==> src/rtl/pps_cnt_mm.sv <==
// pps_cnt_mm: measures 1PPS periods in clk cycles, exposed on an 8-bit Avalon-MM slave.
// Define PPS_CNT_ERR_EN to add the signed ERR register (CAPT - TARGET) at 0x0C-0x0F.
module pps_cnt_mm #(
    parameter int unsigned CLK_NOMINAL = 30720000,
    parameter int unsigned TIMEOUT_CYC = 61440000
) (
    input  logic       clk_clk,
    input  logic       reset_reset_n,
    input  logic       pps_in,
    input  logic [7:0] avs_address,
    input  logic       avs_read,
    input  logic       avs_write,
    input  logic [7:0] avs_writedata,
    output logic       avs_waitrequest,
    output logic [7:0] avs_readdata,
    output logic       avs_readdatavalid,
    output logic       irq
);
    localparam logic [31:0] RunMax = 32'hFFFF_FFFF;
    localparam logic [31:0] TmoVal = 32'(TIMEOUT_CYC);
    localparam logic [31:0] NomVal = 32'(CLK_NOMINAL);

    logic [2:0]  r_sync;
    logic [1:0]  r_ctrl;
    logic [2:0]  r_status;  // {tmo, ovf, new}
    logic [31:0] r_run;
    logic [31:0] r_capt;
    logic [31:0] r_target;
    logic [23:0] r_capt_sh;
    logic        r_armed;
    logic        r_rvalid;
    logic        r_irq;
    logic [7:0]  r_rdata;

    logic        w_en;
    logic        w_edge;
    logic        w_capture;
    logic        w_rd;
    logic        w_wr;
    logic        w_sts_wr;
    logic [31:0] w_run_inc;
    logic [7:0]  w_rmux;

    assign w_en      = r_ctrl[0];
    assign w_edge    = r_sync[1] & ~r_sync[2];
    assign w_capture = w_edge & w_en & r_armed;
    assign w_wr      = avs_write;
    assign w_rd      = avs_read & ~avs_write;
    assign w_sts_wr  = w_wr && (avs_address == 8'h01);
    assign w_run_inc = (r_run == RunMax) ? RunMax : r_run + 32'd1;

    always_ff @(posedge clk_clk) begin
        if (!reset_reset_n) begin
            r_sync <= '0;
        end else begin
            r_sync <= {r_sync[1:0], pps_in};
        end
    end

    // The first edge after enabling only aligns RUN; later edges capture.
    always_ff @(posedge clk_clk) begin
        if (!reset_reset_n) begin
            r_run   <= '0;
            r_armed <= 1'b0;
            r_capt  <= '0;
        end else if (!w_en) begin
            r_run   <= '0;
            r_armed <= 1'b0;
        end else if (w_edge) begin
            r_run   <= '0;
            r_armed <= 1'b1;
            if (r_armed) begin
                r_capt <= w_run_inc;
            end
        end else begin
            r_run <= w_run_inc;
        end
    end

    // Hardware set wins over a same-cycle software clear.
    always_ff @(posedge clk_clk) begin
        if (!reset_reset_n) begin
            r_status <= '0;
        end else begin
            if (w_capture) begin
                r_status[0] <= 1'b1;
            end else if (w_sts_wr && avs_writedata[0]) begin
                r_status[0] <= 1'b0;
            end
            if (w_en && (r_run == RunMax)) begin
                r_status[1] <= 1'b1;
            end else if (w_sts_wr && avs_writedata[1]) begin
                r_status[1] <= 1'b0;
            end
            if (w_en && (r_run == TmoVal)) begin
                r_status[2] <= 1'b1;
            end else if (w_sts_wr && avs_writedata[2]) begin
                r_status[2] <= 1'b0;
            end
        end
    end

    always_ff @(posedge clk_clk) begin
        if (!reset_reset_n) begin
            r_ctrl   <= '0;
            r_target <= NomVal;
        end else if (w_wr) begin
            case (avs_address)
                8'h00:   r_ctrl          <= avs_writedata[1:0];
                8'h08:   r_target[7:0]   <= avs_writedata;
                8'h09:   r_target[15:8]  <= avs_writedata;
                8'h0A:   r_target[23:16] <= avs_writedata;
                8'h0B:   r_target[31:24] <= avs_writedata;
                default: ;
            endcase
        end
    end

`ifdef PPS_CNT_ERR_EN
    logic        r_cap_d1;
    logic [31:0] r_err;
    logic [23:0] r_err_sh;

    always_ff @(posedge clk_clk) begin
        if (!reset_reset_n) begin
            r_cap_d1 <= 1'b0;
            r_err    <= '0;
            r_err_sh <= '0;
        end else begin
            r_cap_d1 <= w_capture;
            if (r_cap_d1) begin
                r_err <= r_capt - r_target;
            end
            if (w_rd && (avs_address == 8'h0C)) begin
                r_err_sh <= r_err[31:8];
            end
        end
    end
`endif

    always_comb begin
        w_rmux = 8'h00;
        case (avs_address)
            8'h00:   w_rmux = {6'b0, r_ctrl};
            8'h01:   w_rmux = {5'b0, r_status};
            8'h04:   w_rmux = r_capt[7:0];
            8'h05:   w_rmux = r_capt_sh[7:0];
            8'h06:   w_rmux = r_capt_sh[15:8];
            8'h07:   w_rmux = r_capt_sh[23:16];
            8'h08:   w_rmux = r_target[7:0];
            8'h09:   w_rmux = r_target[15:8];
            8'h0A:   w_rmux = r_target[23:16];
            8'h0B:   w_rmux = r_target[31:24];
`ifdef PPS_CNT_ERR_EN
            8'h0C:   w_rmux = r_err[7:0];
            8'h0D:   w_rmux = r_err_sh[7:0];
            8'h0E:   w_rmux = r_err_sh[15:8];
            8'h0F:   w_rmux = r_err_sh[23:16];
`endif
            default: w_rmux = 8'h00;
        endcase
    end

    // Reading the low byte freezes the upper bytes so a 4-byte read is coherent.
    always_ff @(posedge clk_clk) begin
        if (!reset_reset_n) begin
            r_rdata   <= '0;
            r_rvalid  <= 1'b0;
            r_capt_sh <= '0;
            r_irq     <= 1'b0;
        end else begin
            r_rvalid <= w_rd;
            r_irq    <= r_ctrl[1] & r_status[0];
            if (w_rd) begin
                r_rdata <= w_rmux;
                if (avs_address == 8'h04) begin
                    r_capt_sh <= r_capt[31:8];
                end
            end
        end
    end

    assign avs_waitrequest   = ~reset_reset_n;
    assign avs_readdata      = r_rdata;
    assign avs_readdatavalid = r_rvalid;
    assign irq               = r_irq;

endmodule

==> config.mk <==
export PLATFORM = sky130hd
export DESIGN_NAME = pps_cnt_mm
export DESIGN_NICKNAME = d
export VERILOG_FILES = /design/src/rtl/pps_cnt_mm.sv
export SDC_FILE = /design/constraint.sdc
export NUM_CORES = 1
export LEC_CHECK = 0
export CORE_MARGIN = 5
export CORE_UTILIZATION = 29
export CTS_BUF_LIST = sky130_fd_sc_hd__clkbuf_8
export CTS_CLUSTER_DIAMETER = 100
export DETAILED_ROUTE_END_ITERATION = 10
export GPL_TIMING_DRIVEN = 0
export MAX_ROUTING_LAYER = met4
export PLACE_DENSITY = 0.51
export SLEW_MARGIN = 10
export SYNTH_ARGS = -nofsm -noshare
export SYNTH_HDL_FRONTEND = slang
export SYNTH_SLANG_ARGS = --single-unit
export TNS_END_PERCENT = 5
==> constraint.sdc <==
create_clock -name clk_clk -period 4.5 [get_ports clk_clk]
set_input_delay 0.9 -clock clk_clk [delete_from_list [all_inputs] [get_ports clk_clk]]
set_output_delay 0.9 -clock clk_clk [all_outputs]
set_load 0.01 [all_outputs]
==> results.md, run 1 <==
* CP Class: in -> out
* Placement Cell Area at about 0.0068 mm^2
* Detailed Place HPWL at approximately 14 mm
* Final ANT Viol Nets at 0
* Critical path launch point type: input pin
* Skew final at roughly 0.014 ns
* Synth-to-layout area growth at 18.1%
* HP Start: r_sync[0]
* Crit path time final at ~3.6 ns
* Sequential-to-total area share from yosys stat at 45.2%
* Reg2Reg Depth at 7
* Syn Area/Cell at between 8 and 9 um^2
* Status: completed
* DIE WIDTH at around 160 um
* Die height at roughly 160 um
* Ys Warns at 0
* Max cap viols at 0
* Largest net degree at the start of global routing at 17
* Global-route wire length before repair at 29.9 mm
* Worst-path fanout max at 10
* CTS buffer count at 17
* Post_cts resized at 0
* Initial DRC count at roughly 370
* Setup TNS Final at 0 ns
* Worst-Skew Late Latency at 0.46 ns
* Pwr dens at ~350 mW/mm^2
* Layout net count at 778
* Clock transition at path regs at around 0.090 ns
* Min-Delay Path Class: reg -> reg
* I/O Buffers at 28
* Core footprint at approximately 0.021 mm^2
* Buffer levels on the longest clock path at 2
* CTS Sinks at 139
* Cells on Worst Hold Path at 1
* Average via count per standard cell at between 5 and 6
* Worst-Margin Slew at around 0.66 ns
* FF-to-FF Start: r_run[0]
* Hold Vio Cnt, Final at 0
* I/O pins at 32
* CTS Hold Buffers Added at 0
* Pre-antenna DRT Iters at 5
* Final Max Tran Viols at 0
* CTS Root Cell: clkbuf_8
* DIE AREA at ~0.024 mm^2
* Flop-to-flop setup slack at 2.08 ns
* Post-Route WL at 18.6 mm
* Highest clock rate at about 280 MHz
* Remaining DRCs at 0
* Final Cycle Share at 80.0%
* Ys async rst share at 0%
* Synthesized netlist cell count at about 700
* CTS tree: yes
* Mapped Area at around 0.0062 mm^2
* # setup viols final at 0
* Leakage power at between 2 and 2.5 nW
* Cell variety after synth at 62
* Post-synth EDFFs at 0
* Cell Rows at 53
* Syn Nets at 731
* Pwr Total at 2.58 mW
* H-tree depth at 4
* GRT Util Overall at ~16%
* RSZ-0062 raised after global routing: false
* Share of cells above drive strength 1 at under 10%
* Worst Path Arrival at 2.70 ns
* Fin area at 0.00727 mm^2
* Post CTS Setup Buffer Count at 0
* Vias in the first global route at around 5100
* Relative max-transition margin at 55.3%
* Worst reg2reg path endpoint: r_capt[9]
* Synth Flop Type: dfxtp_1
* Global route overflow at 0
* ANT cells at 0
* Peak supply drop at between 0.15 and 0.2 mV
* Register bit total from synthesis at about 140
* CP endpoint kind: output pin
* Routability Congestion at about 0.86
* Effective utilization at floorplan at 29.4%
* WL/cell at approximately 18 um
* Worst EP required at roughly 3.6 ns
* Initial antenna violation count at 0
* Min-Delay Endpoint: r_sync[1]
* Vias post-DR at 5272
[cells in the final DEF (no fill, tap or decap), drive strengths merged, types with 3 or more instances in the layout]
master,count
a22o,10
bufinv,6
clkinvlp,3
a211oi,6
and2,7
and3,14
nor2b,3
nor2,75
clkbuf,51
a21oi,75
nor4,12
nor3,15
xor2,6
clkdlybuf4s50,28
inv,10
o2bb2ai,3
a221oi,4
buf,21
o21ai,41
a31oi,4
mux2i,46
a311oi,5
xnor2,16
a22oi,9
dfxtp,139
and4,5
nand4,12
nand3,22
nand2b,3
nor4b,3
nand2,82
[worst max-delay path: stages]
cell and delay [ns]:
clkdlybuf4s50_1 0.53, inv_2 0.22, clkbuf_1 0.41, clkdlybuf4s50_1 0.63
[area by class of cell]
cell class | instances | area [um^2]
Buffer | 54 | 260
Clock buffer | 18 | 248
Clock inverter | 14 | 241
Fill cell | 2239 | 13700
Inverter | 7 | 26.3
Multi-Input combinational cell | 508 | 3090
Sequential cell | 139 | 2780
Tap cell | 275 | 344
Timing Repair Buffer | 28 | 280
[Yosys cell counts (10+ instances only)]
cell / instances / share of area [%]
buf_2: 14 / 1.1
a22o_1: 10 / 1.4
nor2_1: 75 / 4.6
o21ai_0: 41 / 3.3
clkbuf_1: 31 / 1.9
nand2_1: 82 / 5.0
dfxtp_1: 139 / 45
mux2i_1: 46 / 7.5
nand4_1: 10 / 1.0
nor3_1: 12 / 0.98
nand3_1: 20 / 1.6
a21oi_1: 74 / 6.0
nor4_1: 10 / 1.0
xnor2_1: 16 / 2.3
and3_1: 14 / 1.4
[worst max path at each step]
stage	start	end	cells after the start
2_1_floorplan	avs_address[5]	r_target[18]	7
3_3_place_gp	reset_reset_n	avs_waitrequest	4
5_1_grt	reset_reset_n	avs_waitrequest	4
3_5_place_dp	reset_reset_n	avs_waitrequest	4
4_1_cts	reset_reset_n	avs_waitrequest	4
6_report	reset_reset_n	avs_waitrequest	4
[per-layer routing]
metal,wire [um],GRT usage [%]
met1,9080,21.8
met2,8480,25.0
met3,814,3.25
met4,231,4.25
met5,0,-
[per-stage QoR]
step | hold slack, ns | utilization [%] | instances | setup slack, ns
6_report | 0.440 | 34.7 | 1043 | 0.901
5_1_grt | 0.483 | 34.7 | 1043 | 0.757
4_1_cts | 0.442 | 34.7 | 1043 | 0.865
2_1_floorplan | 0.412 | - | 708 | 2.00
3_5_place_dp | 0.420 | 32.4 | 1011 | 0.872
3_3_place_gp | 0.414 | 32.4 | 1011 | 0.871
[registers in the layout, indices dropped and copies added, names as in the netlist, 2 cells and up]
name / cells
r_capt: 32
r_run: 32
r_target: 32
r_capt_sh: 24
avs_readdata: 8
r_status: 3
r_sync: 3
r_ctrl: 2
[where the power goes]
part           total, mW  internal [mW]  switching, mW  leakage (nW)
Sequential          1.23           1.23       0.000621          1.12
Clock               1.25          0.733          0.520         0.237
Combinational     0.0925         0.0313         0.0613          1.13
Total               2.58           1.99          0.582          2.49
[cells by family after synthesis]
| group | synth area share (%) |
|---|---|
| AOI/OAI and AO/OA | 17.7 |
| xor gates and xnor gates | 3.13 |
| adders and majority gates | 0.407 |
| buffers and inverters | 4.66 |
| DFF | 45.2 |
| muxes | 7.48 |
| and+or+nand+nor | 21.4 |
No activity file was read; power rests on OpenSTA's default activity.
==> run 2: changes to the inputs <==
- clock period: 4.5 -> 3.8 ns (I/O delays scaled with it)
==> results of run 2 <==
The final DEF is identical to that of run 1. Status: completed.
Main changes from that run: setup slack after placement 0.872 ns -> 0.452 ns; setup slack after layout 0.901 ns -> 0.481 ns; register-to-register setup slack 2.08 ns -> 1.38 ns; total power 2.58 mW -> 3.05 mW; worst IR drop on VDD 0.169 mV -> 0.201 mV
